File: src/rtl/alu_issue_stage.sv
// alu_issue_stage: RV32I decode/issue register in front of the 4-bit-opcode ALU.
// Decodes one instruction into ALU opcode plus operands, with one level of
// writeback forwarding. The decoded entry is held behind a valid/ready
// handshake, so alu_op/alu_x/alu_y stay stable while execute stalls.

// Operand source select: takes the writeback value when it targets this
// source register (never for x0), otherwise the register-file read.
module alu_issue_fwd #(
  parameter int XLEN = 32
) (
  input  logic [4:0]      src,
  input  logic [XLEN-1:0] rf_data,
  input  logic            fwd_we,
  input  logic [4:0]      fwd_rd,
  input  logic [XLEN-1:0] fwd_data,
  output logic [XLEN-1:0] value
);
  logic hit;

  assign hit   = fwd_we && (fwd_rd != 5'd0) && (fwd_rd == src);
  assign value = hit ? fwd_data : rf_data;
endmodule

module alu_issue_stage #(
  parameter int XLEN = 32
) (
  input  logic            clk,
  input  logic            rst_n,
  input  logic            flush,
  input  logic            in_valid,
  output logic            in_ready,
  input  logic [31:0]     instr,
  input  logic [XLEN-1:0] pc,
  input  logic [XLEN-1:0] rs1_data,
  input  logic [XLEN-1:0] rs2_data,
  input  logic            fwd_we,
  input  logic [4:0]      fwd_rd,
  input  logic [XLEN-1:0] fwd_data,
  output logic            out_valid,
  input  logic            out_ready,
  output logic [3:0]      alu_op,
  output logic [XLEN-1:0] alu_x,
  output logic [XLEN-1:0] alu_y,
  output logic [4:0]      rd,
  output logic            rd_we,
  output logic            is_branch,
  output logic [XLEN-1:0] branch_target,
  output logic            unsupported
);

  // ALU opcode encoding
  localparam logic [3:0] OP_AND = 4'b0000;
  localparam logic [3:0] OP_OR  = 4'b0001;
  localparam logic [3:0] OP_XOR = 4'b0010;
  localparam logic [3:0] OP_ADD = 4'b0011;
  localparam logic [3:0] OP_SUB = 4'b0100;
  localparam logic [3:0] OP_MUL = 4'b0101;
  localparam logic [3:0] OP_SRL = 4'b0110;
  localparam logic [3:0] OP_SLL = 4'b0111;
  localparam logic [3:0] OP_EQ  = 4'b1000;
  localparam logic [3:0] OP_NE  = 4'b1001;
  localparam logic [3:0] OP_LT  = 4'b1010;
  localparam logic [3:0] OP_GE  = 4'b1011;

  // RV32I major opcodes handled here
  localparam logic [6:0] OPC_OP     = 7'b0110011;
  localparam logic [6:0] OPC_OP_IMM = 7'b0010011;
  localparam logic [6:0] OPC_BRANCH = 7'b1100011;
  localparam logic [6:0] OPC_LUI    = 7'b0110111;
  localparam logic [6:0] OPC_AUIPC  = 7'b0010111;

  typedef struct packed {
    logic [3:0]      op;
    logic [XLEN-1:0] x;
    logic [XLEN-1:0] y;
    logic [4:0]      rd;
    logic            rd_we;
    logic            br;
    logic [XLEN-1:0] tgt;
    logic            unsup;
  } issue_t;

  // instruction fields
  logic [6:0] opcode;
  logic [2:0] funct3;
  logic [6:0] funct7;
  logic [4:0] rd_f;

  assign opcode = instr[6:0];
  assign rd_f   = instr[11:7];
  assign funct3 = instr[14:12];
  assign funct7 = instr[31:25];

  // forwarded source operands, index 0 = rs1, 1 = rs2
  logic [1:0][4:0]      src;
  logic [1:0][XLEN-1:0] rf_rd;
  logic [1:0][XLEN-1:0] opv;

  assign src[0]   = instr[19:15];
  assign src[1]   = instr[24:20];
  assign rf_rd[0] = rs1_data;
  assign rf_rd[1] = rs2_data;

  for (genvar g = 0; g < 2; g++) begin : g_fwd
    alu_issue_fwd #(.XLEN(XLEN)) u_fwd (
      .src      (src[g]),
      .rf_data  (rf_rd[g]),
      .fwd_we   (fwd_we),
      .fwd_rd   (fwd_rd),
      .fwd_data (fwd_data),
      .value    (opv[g])
    );
  end

  // immediates
  logic [XLEN-1:0] imm_i, imm_b, imm_u, sh_reg, sh_imm;

  assign imm_i  = {{(XLEN-12){instr[31]}}, instr[31:20]};
  assign imm_b  = {{(XLEN-13){instr[31]}}, instr[31], instr[7], instr[30:25], instr[11:8], 1'b0};
  assign imm_u  = {instr[31:12], 12'b0};
  assign sh_reg = {{(XLEN-5){1'b0}}, opv[1][4:0]};
  assign sh_imm = {{(XLEN-5){1'b0}}, instr[24:20]};

  // decode the incoming instruction into the entry that an accept would load
  issue_t dec;
  logic   ok;
  logic   writes_rd;

  always_comb begin
    dec       = '0;
    ok        = 1'b0;
    writes_rd = 1'b0;
    case (opcode)
      OPC_OP: begin
        ok        = 1'b1;
        writes_rd = 1'b1;
        dec.x     = opv[0];
        dec.y     = opv[1];
        case ({funct7, funct3})
          {7'b0000000, 3'b000}: dec.op = OP_ADD;
          {7'b0000000, 3'b001}: begin dec.op = OP_SLL; dec.y = sh_reg; end
          {7'b0000000, 3'b010}: dec.op = OP_LT;
          {7'b0000000, 3'b100}: dec.op = OP_XOR;
          {7'b0000000, 3'b101}: begin dec.op = OP_SRL; dec.y = sh_reg; end
          {7'b0000000, 3'b110}: dec.op = OP_OR;
          {7'b0000000, 3'b111}: dec.op = OP_AND;
          {7'b0100000, 3'b000}: dec.op = OP_SUB;
          {7'b0000001, 3'b000}: dec.op = OP_MUL;
          default:              ok     = 1'b0;
        endcase
      end
      OPC_OP_IMM: begin
        ok        = 1'b1;
        writes_rd = 1'b1;
        dec.x     = opv[0];
        dec.y     = imm_i;
        case (funct3)
          3'b000: dec.op = OP_ADD;
          3'b010: dec.op = OP_LT;
          3'b100: dec.op = OP_XOR;
          3'b110: dec.op = OP_OR;
          3'b111: dec.op = OP_AND;
          3'b001: begin dec.op = OP_SLL; dec.y = sh_imm; ok = (funct7 == 7'b0); end
          3'b101: begin dec.op = OP_SRL; dec.y = sh_imm; ok = (funct7 == 7'b0); end
          default: ok = 1'b0;
        endcase
      end
      OPC_BRANCH: begin
        ok      = 1'b1;
        dec.x   = opv[0];
        dec.y   = opv[1];
        dec.br  = 1'b1;
        dec.tgt = pc + imm_b;
        case (funct3)
          3'b000:  dec.op = OP_EQ;
          3'b001:  dec.op = OP_NE;
          3'b100:  dec.op = OP_LT;
          3'b101:  dec.op = OP_GE;
          default: ok     = 1'b0;
        endcase
      end
      OPC_LUI: begin
        ok        = 1'b1;
        writes_rd = 1'b1;
        dec.op    = OP_ADD;
        dec.y     = imm_u;
      end
      OPC_AUIPC: begin
        ok        = 1'b1;
        writes_rd = 1'b1;
        dec.op    = OP_ADD;
        dec.x     = pc;
        dec.y     = imm_u;
      end
      default: ok = 1'b0;
    endcase

    if (ok) begin
      dec.rd    = writes_rd ? rd_f : 5'd0;
      dec.rd_we = writes_rd && (rd_f != 5'd0);
    end else begin
      // anything not handled is still issued, as an inert marked entry
      dec       = '0;
      dec.unsup = 1'b1;
    end
  end

  // handshake
  logic   vld;
  logic   accept;
  issue_t q;

  assign in_ready = !vld || out_ready;
  assign accept   = in_valid && in_ready && !flush;

  // hold register: flush wins, then accept, then drain on consume
  always_ff @(posedge clk or negedge rst_n) begin
    if (!rst_n) begin
      vld <= 1'b0;
      q   <= '0;
    end else if (flush) begin
      vld <= 1'b0;
    end else if (accept) begin
      vld <= 1'b1;
      q   <= dec;
    end else if (out_ready) begin
      vld <= 1'b0;
    end
  end

  assign out_valid     = vld;
  assign alu_op        = q.op;
  assign alu_x         = q.x;
  assign alu_y         = q.y;
  assign rd            = q.rd;
  assign rd_we         = q.rd_we;
  assign is_branch     = q.br;
  assign branch_target = q.tgt;
  assign unsupported   = q.unsup;

endmodule

File: config.mk
export PLATFORM = sky130hd
export DESIGN_NAME = alu_issue_stage
export DESIGN_NICKNAME = d
export VERILOG_FILES = /design/src/rtl/alu_issue_stage.sv
export SDC_FILE = /design/constraint.sdc
export NUM_CORES = 1
export LEC_CHECK = 0
export ABC_AREA = 1
export CORE_ASPECT_RATIO = 0.6
export CORE_UTILIZATION = 45
export CTS_CLUSTER_SIZE = 20
export DETAILED_ROUTE_END_ITERATION = 6
export GPL_TIMING_DRIVEN = 0
export PLACE_DENSITY = 0.89
export SLEW_MARGIN = 40
export SYNTH_ARGS = -nofsm -noshare
export SYNTH_HDL_FRONTEND = slang
export SYNTH_SLANG_ARGS = --single-unit
File: constraint.sdc
create_clock -name clk -period 2.6 [get_ports clk]
set_input_delay 0.52 -clock clk [delete_from_list [all_inputs] [get_ports clk]]
set_output_delay 0.52 -clock clk [all_outputs]
set_load 0.1 [all_outputs]
==> flow_metrics.tcl <==
set metrics [dict create \
    yosysSeqAreaShare_pct 32.7 \
    synth_top_cell_by_area "dfrtp_1" \
    nNetsFinal 1833 \
    syn_nets 1532 \
    initial_core_util_pct 46.0 \
    chipHeight_um 107 \
    postSynthAreaPerCell_um2 6.27 \
    endpoint_kind "register" \
    hold_path.class "primary input to asynchronous set/reset pin" \
    yosysWarnings 0 \
    netlist.area_leader.share_pct 32.7 \
    cp.required_ns 2.83 \
    p_leak_nw 6.56 \
    clk_path_buf_depth 2 \
    die_w_um 178 \
    final.min_clock_period_ns 2.48 \
    placedInstanceArea_um2 10900 \
    overflow 0 \
    post-route-period-util_pct 95.5 \
    routed_wirelength_mm 34.7 \
    viasPerCell 5.42 \
    max_slew_margin_pct 42.2 \
    syn_inst 1330 \
    diodes 0 \
    violations "design-rule violations" \
    final_cell_mix "571 x nand2_1, 161 x clkdlybuf4s50_1, 150 x inv_1" \
    grt_setup_unrepaired "no" \
    dieArea_um2 19100 \
    tightest_slew_ns 0.867 \
    final_layout_size_suffix_gt1_share_pct 11.9 \
    startpoint_type "primary input" \
    status "complete, but fails checks" \
    final_common_cell "nand2_1" \
    cts.sinks 109 \
    grt_pass1_vias 9304 \
    place_congestion 1.01 \
    num_rows 38 \
    skew_ns 0.00966 \
    grt_max_degree 71 \
    synth.area.top_cells "dfrtp_1 33%, nand2_1 26%, inv_1 6.8%" \
    maxSlewViolCount 0 \
    total_power_mw 4.50 \
    port_buffers 280 \
    drc 6 \
    fmax_ghz 0.403 \
    ir_drop_mv 0.319 \
    syn_area_um2 8340 \
    ctsHoldBuffers 0 \
    root_buffer "clkbuf_16" \
    pin_count 281 \
    routedWlPerCell_um 18.5 \
    crit_arrival_ns 2.71 \
    antenna_found_initial 1 \
    first_pass_iters 7 \
    ys_seq_elements 109 \
    drtIter0Drc 1176 \
    clock_latency_ns 0.36 \
    coreArea_um2 18100 \
    fin_area_um2 11500 \
    vias 10200 \
    crit_type "primary input to register" \
    dpl.hpwl_mm 27.9 \
    finalSetupViolations 0 \
    h-tree-depth 3 \
    clkTransAtPathRegs_ns 0.08 \
    worst-path-max-fanout 3 \
    maxCapViolCount 0 \
    instances_no_fill 1874 \
    cts_inserted_buffers 9 \
    grt_pass1_wl_mm 51.4 \
    syn2layout_area_growth_pct 38.2 \
    finalHoldViolCount 0 \
    yosysUniqueCellTypes 36 \
    ant_nets 0 \
    p_per_area_nw_per_um2 390 \
    post-place-cells 1851 \
    cts_tree "yes" \
    grt_util_all_layers_pct 35.9 \
]
## worst max-delay path: stages
cell and delay, ns:
clkdlybuf4s50_1 0.52, ha_2 0.22, inv_1 0.06, fa_2 0.40, o21ai_4 0.15, nand2_1 0.06
nand2_1 0.12, nand2_1 0.09, nand2_2 0.13, nand2_1 0.09, nand2_1 0.07, nand2_1 0.04
nand2_1 0.12, o21ai_0 0.10
## Yosys cell counts (all sizes together)
cell type	n
nand2	580
dfrtp	109
xnor2	18
nor2	99
or2	1
o21ai	74
a21oi	45
o22ai	7
nor3	12
a21o	1
buf	17
o211ai	30
clkinv	1
o21a	2
ha	30
clkbuf	30
inv	153
a31oi	2
xor2	10
and2	1
nand4	9
nor3b	1
nor4	1
nand3	65
o31ai	1
o21bai	23
nand3b	7
fa	1
## registers in the layout (all words and copies together), names as in the netlist
signal / flops
unsupported: 1
rd: 5
rd_we: 1
out_valid: 1
alu_y: 32
is_branch: 1
alu_op: 4
branch_target: 32
alu_x: 32
## power by group
| group | internal, mW | switching, mW |
|---|---|---|
| registers | 1.70 | 0.00154 |
| clock network | 0.937 | 0.695 |
| logic | 0.482 | 0.683 |
## through the flow
stage                     setup slack (ns)  hold WS (ns)  setup TNS [ns]  utilization [%]
after detailed placement            -0.925         0.427          -60.80             60.3
after CTS                         -0.00815        0.0485         -0.0157             62.6
after global routing               0.00890        0.0572               0             63.6
after floorplan                      0.319         0.224               0                -
after global placement               -3.36         0.462         -475.64             63.2
final                                0.117        0.0395               0             63.6
## path summary, 6_finish.rpt
| kind | slack, ns | cells past startpoint | endpoint | startpoint |
|---|---|---|---|---|
| worst min-delay path | 0.04 | 1 | alu_y[24] | rst_n |
| worst min register to register | 0.48 | 2 | alu_x[27] | alu_x[27] |
| min in group clk | 0.48 | 2 | alu_x[27] | alu_x[27] |
| worst max-delay path | 0.12 | 14 | branch_target[31] | pc[1] |
| max in group asynchronous | 1.86 | 2 | alu_x[6] | rst_n |
| worst max register to register | 0.43 | 8 | alu_x[28] | out_valid |
## kinds of logic after synthesis
logic type	after synthesis	share of synthesized area (%)
xor gates and xnor gates	28	2.94
buffers and inverters	201	9.41
and+or+nand+nor	776	37.1
AOI/OAI and AO/OA	185	13.1
DFF	109	32.7
adders and majority gates	31	4.74
## layout make-up
class,instances,area [um^2]
Buffer,47,224
Clock buffer,10,229
Clock inverter,4,98.8
Fill cell,1703,6590
Inverter,154,582
Multi-Input combinational cell,1020,4990
Sequential cell,109,2730
Tap cell,240,300
Timing Repair Buffer,290,2380
## layer usage
metal / share of wire [%] / track usage (%) / up-vias
met1: 45 / 52.3 / 4652
met4: 1.9 / 8.97 / 2
met2: 40 / 50.6 / 654
met5: 0.037 / 0 / -
met3: 13 / 11.6 / 62
li1: - / - / 4792
## what timing repair did
action,4_1_cts,5_1_grt
pin swaps,3,4
gates cloned,0,0
endpoints found under the setup margin,105,105
gates resized for setup,16,46
setup buffers,4,5
Power figures use the tool's default switching activity.
